==> src/rtl/freq_divider_multi_if.sv <==
// Control and output bundle for the multi-channel clock divider.
// The master side drives enables, modes, sync and divide values; the slave side
// (the divider) returns the divided clocks and terminal-count strobes.
interface freq_divider_multi_if #(
   parameter int unsigned CNT_W = 12,
   parameter int unsigned N_CH  = 4
);
   logic [N_CH-1:0]       enable;
   logic [N_CH-1:0]       mode;
   logic                  sync;
   logic [N_CH*CNT_W-1:0] div_value;
   logic [N_CH-1:0]       div_out;
   logic [N_CH-1:0]       tick;

   modport master (
      output enable,
      output mode,
      output sync,
      output div_value,
      input  div_out,
      input  tick
   );

   modport slave (
      input  enable,
      input  mode,
      input  sync,
      input  div_value,
      output div_out,
      output tick
   );
endinterface

==> src/rtl/freq_divider_multi.sv <==
// Multi-channel programmable clock divider feeding the DPWM counters.
// Each channel counts 0..D and emits a one-cycle tick at the terminal count.
// Toggle mode (mode=0) flips div_out on every tick for a 50% duty clock of period
// 2*(D+1); pulse mode (mode=1) makes div_out a copy of the tick strobe.
// The divide value is shadowed into div_q only while the counter restarts, so a
// change on div_value never shortens or stretches the period in progress.
module freq_divider_multi #(
   parameter int unsigned CNT_W = 12,
   parameter int unsigned N_CH  = 4
) (
   input  logic                  clk,
   input  logic                  reset,
   freq_divider_multi_if.slave   bus
);

   logic [CNT_W-1:0] cnt_q [N_CH];
   logic [CNT_W-1:0] div_q [N_CH];
   logic [N_CH-1:0]  div_out_q;
   logic [N_CH-1:0]  tick_q;

   // Per-channel counter, shadow divide value and registered outputs.
   always_ff @(posedge clk or posedge reset) begin
      if (reset) begin
         for (int i = 0; i < int'(N_CH); i++) begin
            cnt_q[i] <= '0;
            div_q[i] <= '0;
         end
         div_out_q <= '0;
         tick_q    <= '0;
      end else begin
         for (int i = 0; i < int'(N_CH); i++) begin
            if (!bus.enable[i] || bus.sync) begin
               // Idle or phase-align: park at count 0 and keep tracking div_value,
               // so the next period starts with the current divide value.
               // sync wins over a coincident terminal count, suppressing its tick.
               cnt_q[i]     <= '0;
               div_q[i]     <= bus.div_value[i*CNT_W +: CNT_W];
               div_out_q[i] <= 1'b0;
               tick_q[i]    <= 1'b0;
            end else if (cnt_q[i] == div_q[i]) begin
               // Terminal count: restart the period and reload the shadow value.
               cnt_q[i]     <= '0;
               div_q[i]     <= bus.div_value[i*CNT_W +: CNT_W];
               tick_q[i]    <= 1'b1;
               div_out_q[i] <= bus.mode[i] ? 1'b1 : ~div_out_q[i];
            end else begin
               // cnt stays below div_q here, so the increment cannot wrap.
               cnt_q[i]  <= cnt_q[i] + CNT_W'(1);
               tick_q[i] <= 1'b0;
               if (bus.mode[i]) begin
                  div_out_q[i] <= 1'b0;
               end
            end
         end
      end
   end

   assign bus.div_out = div_out_q;
   assign bus.tick    = tick_q;

endmodule

==> src/flat_wrapper.sv <==
// flat-port wrapper written by rule: the top's interface ports become plain ports
module freq_divider_multi_flat 
#(
   parameter int unsigned CNT_W = 12,
   parameter int unsigned N_CH  = 4
)
  (clk, reset, bus_enable, bus_mode, bus_sync, bus_div_value, bus_div_out, bus_tick);
  freq_divider_multi_if #(.CNT_W(CNT_W), .N_CH(N_CH)) bus_i ();
  input  logic clk;
  input  logic reset;
  input wire logic [$bits(bus_i.enable)-1:0] bus_enable;
  input wire logic [$bits(bus_i.mode)-1:0] bus_mode;
  input wire logic [$bits(bus_i.sync)-1:0] bus_sync;
  input wire logic [$bits(bus_i.div_value)-1:0] bus_div_value;
  output wire logic [$bits(bus_i.div_out)-1:0] bus_div_out;
  output wire logic [$bits(bus_i.tick)-1:0] bus_tick;
  assign bus_i.enable = bus_enable;
  assign bus_i.mode = bus_mode;
  assign bus_i.sync = bus_sync;
  assign bus_i.div_value = bus_div_value;
  assign bus_div_out = bus_i.div_out;
  assign bus_tick = bus_i.tick;
  freq_divider_multi #(.CNT_W(CNT_W), .N_CH(N_CH)) u_core (.clk(clk), .reset(reset), .bus(bus_i));
endmodule
==> config.mk <==
export PLATFORM = sky130hd
export DESIGN_NAME = freq_divider_multi_flat
export DESIGN_NICKNAME = d
export VERILOG_FILES = /design/src/rtl/freq_divider_multi_if.sv /design/src/rtl/freq_divider_multi.sv /design/src/flat_wrapper.sv
export SDC_FILE = /design/constraint.sdc
export NUM_CORES = 1
export LEC_CHECK = 0
export BUFFER_PORTS_ARGS = -buffer_cell sky130_fd_sc_hd__buf_2
export CORE_ASPECT_RATIO = 0.7
export CORE_MARGIN = 8
export CORE_UTILIZATION = 40
export DETAILED_ROUTE_END_ITERATION = 16
export HOLD_SLACK_MARGIN = 0.12
export MAX_ROUTING_LAYER = met4
export SYNTH_ARGS = -nofsm -noshare
export SYNTH_HDL_FRONTEND = slang
export SYNTH_SLANG_ARGS = --single-unit
==> constraint.sdc <==
create_clock -name clk -period 3.2 [get_ports clk]
set_input_delay 0.64 -clock clk [delete_from_list [all_inputs] [get_ports clk]]
set_output_delay 0.64 -clock clk [all_outputs]
set_load 0.01 [all_outputs]
# == Word level (Yosys, flattened, before mapping) ==
# Cells that the tools add are included.
# word_totals
register_bits,104
in_bits,59
output_inout_bits,8
wordCells,81
# op_classes
add_sub_neg,4
eq_ne,4
n_mux,40
bitwise_logic,4
n_reduce_logical,16
# op_table
op,n
$mux 12,16
$add 12x1->12 const B,4
$eq 12x12->1,4
$mux 1,24
$reduce_bool 3->1,4
$reduce_bool 2->1,4
$logic_not 1->1,4
$logic_or 1x1->1,4
$not 1->1,4

# == Longest topological paths before layout ==
# Gate-level depths: netlist of the first run.
# logic_depth
depth_word,4
ltp_mapped,7
ltp_nobuf,5

# == Worst setup path after synthesis of the first run ==
# No wires, ideal clock.
# synth_timing
kind,reg-to-reg
start,register u_core.cnt_q[7] (netlist bit)
end,register u_core.div_q[0] (netlist bit)
setup_time_ps,125
t_arrival_ps,1631
t_required_ps,3075
path_slack_ps,1444
path_stages_with_launch,7
path_buffers,2
synth_period_minus_slack_ps,1756
path_cell_list,dfrtp_1 -> buf_6 -> xor2_1 -> nor4_2 -> a31o_4 -> buf_12 -> mux2_4
# synth_between
elab_chain_cells,2
# synth_rtl
element,line_no,rtl
"start, declared",freq_divider_multi.sv:16,logic [CNT_W-1:0] cnt_q [N_CH];
"start signal, assigned by index",freq_divider_multi.sv:48,cnt_q[i] <= cnt_q[i] + CNT_W'(1);
$eq 12x12->1,freq_divider_multi.sv:40,end else if (cnt_q[i] == div_q[i]) begin
$reduce_bool 2->1 (no line),n/a,
"end signal, assigned by index",freq_divider_multi.sv:37,div_q[i] <= bus.div_value[i*CNT_W +: CNT_W];
"end signal, assigned by index",freq_divider_multi.sv:43,div_q[i] <= bus.div_value[i*CNT_W +: CNT_W];
"end, declared",freq_divider_multi.sv:17,logic [CNT_W-1:0] div_q [N_CH];
# Every way passes these cells.
# A chain may end at the register's enable or synchronous reset.

# == Final worst setup path of the first run ==
# layout_timing
start,register u_core.cnt_q[30] (netlist bit)
end,register u_core.div_q[33] (netlist bit)
# Same word-level chain as after synthesis.

==> impl_metrics.py, run 1 <==
metrics = {
    "sta": {
        "finalMaxSlewViolations": 0,
        "achievable_clock_frequency_mhz": 459,
        "tightestPinTransition_ns": 0.677,
        "finClkSkew_ns": 0.00662,
        "final_period_minus_worst_setup_slack_ns": 2.18,
        "slew_headroom": 0.547,
        "fin_crit_sh": 0.681,
        "final_hold_viol_count": 0,
        "timing.final.setup_violations": 0,
        "finalSetupTns_ns": 0,
        "rsz0062_at_grt": "false",
    },
    "floorplan": {
        "floorplan.initialDensity": 0.410,
        "num_rows": 34,
        "die_footprint_um2": 16600,
        "floorplan.die.width_um": 151,
        "top_level_ports": 67,
        "die_height_um": 110,
        "floorplan.core_area_um2": 12400,
    },
    "status": {
        "outcome": "complete, no violations",
    },
    "logic_synthesis": {
        "synth_area_per_cell_um2": 12.0,
        "synth_warnings": 0,
        "yosys.area.top_type": "dfrtp_1",
        "synth_top_flop_cell": "dfrtp_1",
        "synth_nets": 486,
        "number_of_register_bits_inferred_by_synthesis": 104,
        "synth_top_cell_area_share": 0.511,
        "synthesized_netlist_cell_count": 423,
        "synthesis.area_um2": 5090,
        "synth.area.top_cells": "dfrtp_1, xor2_1, mux2_2",
        "synth_sequential_area_ratio": 0.511,
        "synthArstFlopShare": 1.00,
        "synth-edff-count": 0,
        "ys_types": 27,
    },
    "worst_setup_path": {
        "critical_path.top_delay_family": "compound AO/OA/AOI/OAI gates",
        "critical_path_arrival_ns": 2.40,
        "critical_path_required_ns": 3.42,
        "cpPeakStageDelay_ns": 0.63,
        "timing.critical_path.buf_inv": 0,
        "setup.worst_path.start_class": "flop",
        "crit_type": "reg -> reg",
        "timing.critical_path.slowest_stage_cell": "a31o_2",
        "cp_cell_sequence": "xor2_1 -> nor4_2 -> a31o_2 -> mux2_2",
        "setup.worst_path.end_class": "flop",
        "crit_fanout": 24,
    },
    "global_route": {
        "vias_in_the_first_global_route": 3351,
        "grt.overflow.total": 0,
        "grt_antenna_before_repair": 0,
        "grt.total_usage": 0.130,
        "grt_max_degree": 53,
        "grt_pass1_wl_um": 16800,
    },
    "place": {
        "gpl.final_weighted_congestion": 0.793,
        "dp_hpwl_um": 7210,
        "place.port_buffers": 66,
        "placement.cell_area_um2": 5500,
    },
    "final_layout": {
        "num-fill-cells": 1175,
        "drive_gt1_frac": 0.295,
        "antennaDiodeCount": 0,
        "final_cell_area_um2": 5790,
        "multi_input_comb_area_um2": 2290,
        "nets": 550,
        "ff_latch_area_um2": 2600,
        "flow.area_growth_from_synthesis_pct": 13.7,
    },
    "clock_tree": {
        "tritoncts_num_sinks": 104,
        "ctsRootBufferMaster": "clkbuf_16",
        "clk_path_buf_depth": 2,
        "clk_latency_ns": 0.33,
        "cts_hold_repair.buffers": 0,
        "tritoncts": "done",
        "cts_made_buffers": 9,
        "cts_htree_levels": 3,
        "post_cts_resize_count": 0,
        "postCtsSetupRepairBufs": 0,
        "clk_pin_slew_worst_paths_ns": 0.07,
    },
    "pwr": {
        "peak_vdd_ir_mv": 0.278,
        "total_leakage_power_nw": 2.66,
        "power_density_nw_per_um2": 469,
    },
    "job": {
        "max_cap_violations": 0,
    },
    "route": {
        "dr_total_vias": 3205,
        "postRouteAntennaNets": 0,
        "drt_first_pass_iters": 5,
        "post-route-drc-count": 0,
        "drt-vias-per-instance": 4.91,
        "drt-total-wl_um": 9870,
        "routed_wire_length_per_instance_um": 15.1,
        "drt_iter0_markers": 148,
    },
    "min_path": {
        "holdCritPathClass": "in -> async",
    },
}
[cell usage after synthesis (2+ instances only)]
library cell  instances
and3_1                2
dfrtp_1             104
mux2_2               31
nor3b_1               4
mux2_4               21
buf_12                2
nor3_1                8
buf_2                 4
nand2b_1              4
nor4_1               12
nor4_2                6
xnor2_1              25
buf_6                 6
nand4_1              16
nand3_1              17
a31o_2                2
nor2_1               56
and4_1                4
xor2_1               63
inv_1                12
a21oi_1               4
a31o_4                2
nand2_1              11
ha_1                  4
[final cells by class]
cell class / instances / share of cell area
tap: 162 / 0.0350
sequential: 104 / 0.450
timing repair buffer: 68 / 0.0618
multi-input combinational: 292 / 0.395
clock inverter: 5 / 0.0102
clock buffer: 10 / 0.0396
inverter: 12 / 0.00843
[path summary, 6_finish.rpt]
| kind | startpoint | to | slack (ns) | depth (start not counted) |
|---|---|---|---|---|
| setup / recovery | u_core.cnt_q[30] | u_core.div_q[33] | 1.02 | 4 |
| hold / removal | reset | u_core.cnt_q[32] | 0.40 | 2 |
| setup reg to reg | u_core.cnt_q[30] | u_core.div_q[33] | 1.02 | 4 |
| hold reg to reg | u_core.div_q[8] | u_core.div_q[8] | 0.53 | 1 |
| max in group asynchronous | reset | u_core.cnt_q[47] | 2.07 | 3 |
| min in group clk | u_core.div_q[8] | u_core.div_q[8] | 0.53 | 1 |
[state kept, by name (all words and copies together), names as in the netlist]
register,cells
u_core.bus.div_out,4
u_core.bus.tick,4
u_core.cnt_q,48
u_core.div_q,48
[metal layers]
layer / vias up / GRT usage / wire length, um
li1: 1564 / - / -
met1: 1581 / 0.178 / 4980
met2: 51 / 0.192 / 4430
met3: 9 / 0.0334 / 386
met4: 0 / 0.0296 / 71
met5: - / - / 0
[cell usage in the layout (no fill, tap or decap), types with 2 or more instances in the layout]
master	count
and4_1	4
xor2_1	63
and3_1	2
clkbuf_16	9
nand3_1	17
ha_1	4
nor3b_1	4
a31o_2	2
nor4_2	6
inv_1	11
clkinvlp_4	3
mux2_2	31
buf_2	66
nor4_1	12
dfrtp_1	104
a31o_4	2
nand4_1	16
nand2b_1	4
mux2_4	21
a21oi_1	4
nor2_1	56
nand2_1	11
xnor2_1	25
nor3_1	8
[kinds of logic (layout without fill, tap and decap cells)]
family / after synthesis / in the layout / synth area share
multiplexers: 52 / 52 / 0.131
flip-flops: 104 / 104 / 0.511
AO/OA/AOI/OAI: 8 / 8 / 0.0143
XOR/XNOR: 88 / 88 / 0.151
AND/OR/NAND/NOR: 140 / 140 / 0.143
buffers and inverters: 27 / 95 / 0.0393
adder cells (fa/ha/maj): 4 / 4 / 0.00983
[through the flow]
step                hold slack, ns  std cells   util  worst slack, ns  total power [mW]
global placement             0.517        638  0.443             1.05              1.68
floorplan                    0.484        423      -             1.31              1.61
finish                       0.399        653  0.466             1.02              2.72
detailed placement           0.515        638  0.443             1.02              1.68
CTS                          0.412        653  0.466             1.02              2.75
global route                 0.439        653  0.466            0.899              2.84
[power by group]
group          internal, mW  switching, mW  leakage (nW)
combinational         0.124          0.109          1.19
clock                 0.602          0.462         0.135
sequential             1.37         0.0479          1.34
total                  2.10          0.619          2.66
Note: power is estimated with default switching activity, not from simulation.
==> run 2: changes to the inputs <==
- clock period: 3.2 -> 2.2 ns (I/O delays scaled with it)
==> impl_metrics.py, run 2 (synthesized netlist as in run 1, its figures left out) <==
metrics = {
    "final_layout": {
        "drive_gt1_frac": 0.302,
        "layout.core_utilization": 0.471,
        "multi_input_comb_area_um2": 2290,
        "antennaDiodeCount": 0,
        "layout_commonest_cell": "dfrtp_1",
        "flow.area_growth_from_synthesis_pct": 14.9,
        "num-fill-cells": 1176,
        "top_regs": "u_core.cnt_q x48, u_core.div_q x48",
        "layout.cells.non_filler": 656,
        "commonest_non_fill_non_tap_cells_in_the_layout": "dfrtp_1, buf_2, xor2_1",
        "nets": 553,
        "ff_latch_area_um2": 2600,
        "final_cell_area_um2": 5850,
    },
    "clock_tree": {
        "cts_hold_repair.buffers": 0,
        "clk_latency_ns": 0.33,
        "ctsRootBufferMaster": "clkbuf_16",
        "post_cts_resize_count": 0,
        "cts_made_buffers": 9,
        "clk_pin_slew_worst_paths_ns": 0.07,
        "cts_htree_levels": 3,
        "postCtsSetupRepairBufs": 0,
        "clk_path_buf_depth": 2,
        "tritoncts": "done",
        "tritoncts_num_sinks": 104,
    },
    "floorplan": {
        "die_height_um": 110,
        "top_level_ports": 67,
        "floorplan.die.width_um": 151,
        "die_footprint_um2": 16600,
        "floorplan.core_area_um2": 12400,
        "floorplan.initialDensity": 0.410,
        "num_rows": 34,
    },
    "route": {
        "drt_first_pass_iters": 4,
        "dr_total_vias": 3178,
        "post-route-drc-count": 0,
        "drt-vias-per-instance": 4.84,
        "drt_iter0_markers": 187,
        "drt-total-wl_um": 10200,
        "routed_wire_length_per_instance_um": 15.6,
        "postRouteAntennaNets": 0,
    },
    "place": {
        "preCtsSetupSlack_ns": 0.0766,
        "gpl.final_weighted_congestion": 0.813,
        "dp_hpwl_um": 7450,
        "post-place-cells": 641,
        "place.port_buffers": 66,
        "placement.cell_area_um2": 5520,
    },
    "worst_setup_path": {
        "cpPeakStageDelay_ns": 0.51,
        "critical_path_arrival_ns": 2.27,
        "r2r_setup_slack_ns": 0.15,
        "setup.worst_path.end_class": "flop",
        "cp_cell_sequence": "xor2_1 -> nor4_1 -> a31o_2 -> mux2_2",
        "worst_r2r_endpoint": "u_core.div_q[34]",
        "crit_type": "reg -> reg",
        "crit_fanout": 14,
        "cp-startpoint": "u_core.cnt_q[24]",
        "critical_path.top_delay_family": "compound AO/OA/AOI/OAI gates",
        "ff2ff_path_depth": 4,
        "setup.worst_path.start_class": "flop",
        "worstReg2RegStart": "u_core.cnt_q[24]",
        "timing.critical_path.buf_inv": 0,
        "critical_path_required_ns": 2.42,
        "critical_path_depth": 4,
        "critPathCapture": "u_core.div_q[34]",
        "timing.critical_path.slowest_stage_cell": "a31o_2",
    },
    "global_route": {
        "vias_in_the_first_global_route": 3391,
        "grt.overflow.total": 0,
        "grt.total_usage": 0.134,
        "grt_pass1_wl_um": 17200,
        "grt_antenna_before_repair": 0,
        "grt_max_degree": 105,
    },
    "sta": {
        "timing.final.setup_violations": 0,
        "worst_hold_slack_ns": 0.271,
        "finClkSkew_ns": 0.00946,
        "tightestPinTransition_ns": 0.558,
        "rsz0062_at_grt": "false",
        "slew_headroom": 0.628,
        "final_hold_viol_count": 0,
        "setup_ws_ns": 0.146,
        "fin_crit_sh": 0.934,
        "final_period_minus_worst_setup_slack_ns": 2.05,
        "finalSetupTns_ns": 0,
        "achievable_clock_frequency_mhz": 487,
        "finalMaxSlewViolations": 0,
    },
    "pwr": {
        "seq_power_share": 0.499,
        "power_density_nw_per_um2": 706,
        "power_switching_share": 0.218,
        "netSwitchingPower_uw": 899,
        "comb_power_share": 0.084,
        "peak_vdd_ir_mv": 0.517,
        "total_leakage_power_nw": 2.70,
        "power_report.internal_total_mw": 3.23,
        "design_power_total_mw": 4.13,
        "clkPwrFrac": 0.417,
    },
    "status": {
        "outcome": "complete, no violations",
    },
    "job": {
        "max_cap_violations": 0,
    },
    "min_path": {
        "holdCritPathClass": "in -> async",
    },
}
==> run 2: layer usage <==
layer  global-route usage  wire [um]
met3               0.0347        341
met4               0.0274         70
met5                    -          0
met2                0.199       4720
met1                0.183       5110
==> run 2: layout make-up <==
cell class | count | share of cell area
timing repair buffer | 71 | 0.0650
sequential | 104 | 0.445
multi-input combinational | 292 | 0.392
tap | 162 | 0.0347
clock inverter | 3 | 0.0111
inverter | 12 | 0.00834
clock buffer | 12 | 0.0439
==> run 2: worst min path at each step <==
stage / slack [ns] / start / end / cells after the start
floorplan: 0.48 / u_core.cnt_q[0] / u_core.cnt_q[0] / 1
CTS: 0.30 / reset / u_core.bus.div_out[3] / 3
global placement: 0.51 / u_core.cnt_q[36] / u_core.cnt_q[36] / 1
finish: 0.27 / reset / u_core.bus.tick[3] / 3
global route: 0.27 / reset / u_core.div_q[32] / 3
detailed placement: 0.52 / u_core.div_q[4] / u_core.div_q[4] / 1
==> run 2: worst min-delay path: cells and delay by family <==
kind,cells,cell delay (ns)
buffers and inverters,3,0.61
==> run 2: power by group through the flow <==
stage	sequential, mW	combinational [mW]	clock [mW]
after floorplan	2.08	0.264	0
after global placement	2.10	0.345	0
after detailed placement	2.10	0.354	0
after CTS	2.06	0.356	1.77
after global routing	2.07	0.389	1.85
final	2.06	0.348	1.72
==> run 3: changes to the inputs <==
- ABC_AREA: unset -> 1
==> impl_metrics.py, run 3 <==
metrics = {
    "floorplan": {
        "floorplan.core_area_um2": 13200,
        "die_height_um": 114,
        "num_rows": 35,
        "floorplan.die.width_um": 156,
        "floorplan.initialDensity": 0.412,
        "top_level_ports": 67,
        "die_footprint_um2": 17700,
    },
    "sta": {
        "finalMaxSlewViolations": 0,
        "slew_headroom": 0.634,
        "rsz0062_at_grt": "false",
        "tightestPinTransition_ns": 0.549,
        "final_period_minus_worst_setup_slack_ns": 1.77,
        "final_hold_viol_count": 0,
        "finClkSkew_ns": 0.0108,
        "fin_crit_sh": 0.804,
        "timing.final.setup_violations": 0,
        "finalSetupTns_ns": 0,
        "achievable_clock_frequency_mhz": 566,
    },
    "global_route": {
        "grt_max_degree": 105,
        "grt.overflow.total": 0,
        "vias_in_the_first_global_route": 4332,
        "grt_antenna_before_repair": 0,
        "grt.total_usage": 0.141,
        "grt_pass1_wl_um": 20200,
    },
    "logic_synthesis": {
        "yosys.area.top_type": "dfrtp_1",
        "number_of_register_bits_inferred_by_synthesis": 104,
        "synth_area_per_cell_um2": 7.70,
        "synth_top_cell_area_share": 0.477,
        "synth_nets": 771,
        "synthArstFlopShare": 1.00,
        "synth_warnings": 0,
        "synthesized_netlist_cell_count": 708,
        "synthesis.area_um2": 5450,
        "synth_commonest_cells": "nand2_1, dfrtp_1, inv_1",
        "synth_top_flop_cell": "dfrtp_1",
        "synth-edff-count": 0,
        "synth_sequential_area_ratio": 0.477,
        "synth.area.top_cells": "dfrtp_1, nand2_1, inv_1",
        "ys_types": 21,
        "yosys.cell_count.top_type": "nand2_1",
    },
    "worst_setup_path": {
        "cp_cell_sequence": "inv_1 -> nand2_1 -> nand2_1 -> nand2_1 -> nor2_1 -> nand3_2 -> nand2_4 -> nand2_1 -> nand2_1",
        "critical_path_arrival_ns": 2.04,
        "setup.worst_path.start_class": "flop",
        "critical_path_required_ns": 2.48,
        "critical_path.most_common_cell": "nand2_1",
        "crit_fanout": 23,
        "timing.critical_path.slowest_stage_cell": "dfrtp_1",
        "timing.critical_path.buf_inv": 1,
        "cpPeakStageDelay_ns": 0.40,
        "crit_type": "reg -> reg",
        "critical_path.top_delay_family": "simple AND/OR/NAND/NOR gates",
        "setup.worst_path.end_class": "flop",
    },
    "clock_tree": {
        "clk_latency_ns": 0.34,
        "cts_htree_levels": 3,
        "clk_pin_slew_worst_paths_ns": 0.07,
        "tritoncts": "done",
        "tritoncts_num_sinks": 104,
        "ctsRootBufferMaster": "clkbuf_16",
        "cts_made_buffers": 9,
        "clk_path_buf_depth": 2,
        "postCtsSetupRepairBufs": 0,
        "post_cts_resize_count": 0,
        "cts_hold_repair.buffers": 0,
    },
    "final_layout": {
        "layout.cells.non_filler": 966,
        "num-fill-cells": 1337,
        "flow.area_growth_from_synthesis_pct": 15.4,
        "commonest_non_fill_non_tap_cells_in_the_layout": "nand2_1, dfrtp_1, inv_1",
        "drive_gt1_frac": 0.156,
        "top_regs": "u_core.cnt_q x48, u_core.div_q x48",
        "layout_commonest_cell": "nand2_1",
        "antennaDiodeCount": 0,
        "nets": 839,
    },
    "route": {
        "drt_first_pass_iters": 4,
        "postRouteAntennaNets": 0,
        "drt_iter0_markers": 238,
        "dr_total_vias": 4333,
        "drt-total-wl_um": 11500,
        "routed_wire_length_per_instance_um": 11.9,
        "post-route-drc-count": 0,
        "drt-vias-per-instance": 4.49,
    },
    "place": {
        "dp_hpwl_um": 8190,
        "post-place-cells": 950,
        "gpl.final_weighted_congestion": 0.797,
        "place.port_buffers": 66,
    },
    "pwr": {
        "peak_vdd_ir_mv": 0.394,
        "total_leakage_power_nw": 3.27,
        "power_density_nw_per_um2": 682,
    },
    "job": {
        "max_cap_violations": 0,
    },
    "min_path": {
        "holdCritPathClass": "in -> async",
    },
    "status": {
        "outcome": "complete, no violations",
    },
}
[run 3: cell types whose count changed in the layout (fill, tap and decap cells not counted), moves of 9 or more]
cell,previous run,this run
nand2_1,11,271
inv_1,11,90
nand3_1,17,64
xor2_1,63,16
mux2_2,31,0
mux2_4,21,0
nor2_2,0,15
nor2_1,56,70
nor4_1,11,0
nor3_2,0,9
[run 3: final cells by class]
cell class / instances / area [um2] / area share
multi-input combinational: 496 / 2370 / 0.377
clock buffer: 11 / 243 / 0.0386
inverter: 92 / 349 / 0.0554
timing repair buffer: 73 / 395 / 0.0628
clock inverter: 5 / 104 / 0.0165
tap: 185 / 231 / 0.0368
sequential: 104 / 2600 / 0.413
[run 3: path summary, 6_finish.rpt]
| kind | cells after the start | slack (ns) | end | from |
|---|---|---|---|---|
| worst max register to register | 9 | 0.43 | u_core.div_q[37] | u_core.cnt_q[47] |
| min in group clk | 3 | 0.29 | u_core.div_q[42] | bus_div_value[6] |
| worst max-delay path | 9 | 0.43 | u_core.div_q[37] | u_core.cnt_q[47] |
| max in group asynchronous | 3 | 1.54 | u_core.div_q[23] | reset |
| worst min-delay path | 3 | 0.27 | u_core.bus.div_out[1] | reset |
| worst min register to register | 1 | 0.51 | u_core.cnt_q[36] | u_core.cnt_q[36] |
[run 3: worst register-to-register path, stage by stage, from the launching register on]
cell and delay, ns:
dfrtp_1 0.40, inv_1 0.08, nand2_1 0.05, nand2_1 0.06, nand2_1 0.05, nor2_1 0.19, nand3_2 0.34, nand2_4 0.35
nand2_1 0.11, nand2_1 0.07
[run 3: stage by stage]
step                      power [mW]  setup WS (ns)  cell area, um2  hold slack, ns   util
after floorplan                 2.36          0.514            5460           0.469      -
after global placement          2.47          0.556            5950           0.490  0.450
after detailed placement        2.48          0.466            5950           0.503  0.450
after CTS                       4.35          0.453            6300           0.275  0.476
after global routing            4.50          0.254            6300           0.281  0.476
final                           4.29          0.432            6300           0.267  0.476
[run 3: power breakdown]
part	internal, mW	switching (mW)	total (mW)
clock	1.14	0.709	1.85
combinational	0.150	0.225	0.375
sequential	1.99	0.0714	2.06
[run 3: logic make-up (layout without fill, tap and decap cells)]
family | count (synthesis) | in the layout | share of synthesized area
AND/OR/NAND/NOR | 447 | 447 | 0.355
flip-flops | 104 | 104 | 0.477
buffers and inverters | 108 | 181 | 0.0881
XOR/XNOR | 41 | 41 | 0.0658
AO/OA/AOI/OAI | 4 | 4 | 0.00459
adder cells (fa/ha/maj) | 4 | 4 | 0.00918
[run 3: layer usage]
layer / vias up / share of wire / global-route usage
met5: - / 0 / -
met4: 0 / 0.0057 / 0.0271
met3: 8 / 0.042 / 0.0306
met2: 63 / 0.44 / 0.212
met1: 1983 / 0.51 / 0.193
li1: 2279 / - / -
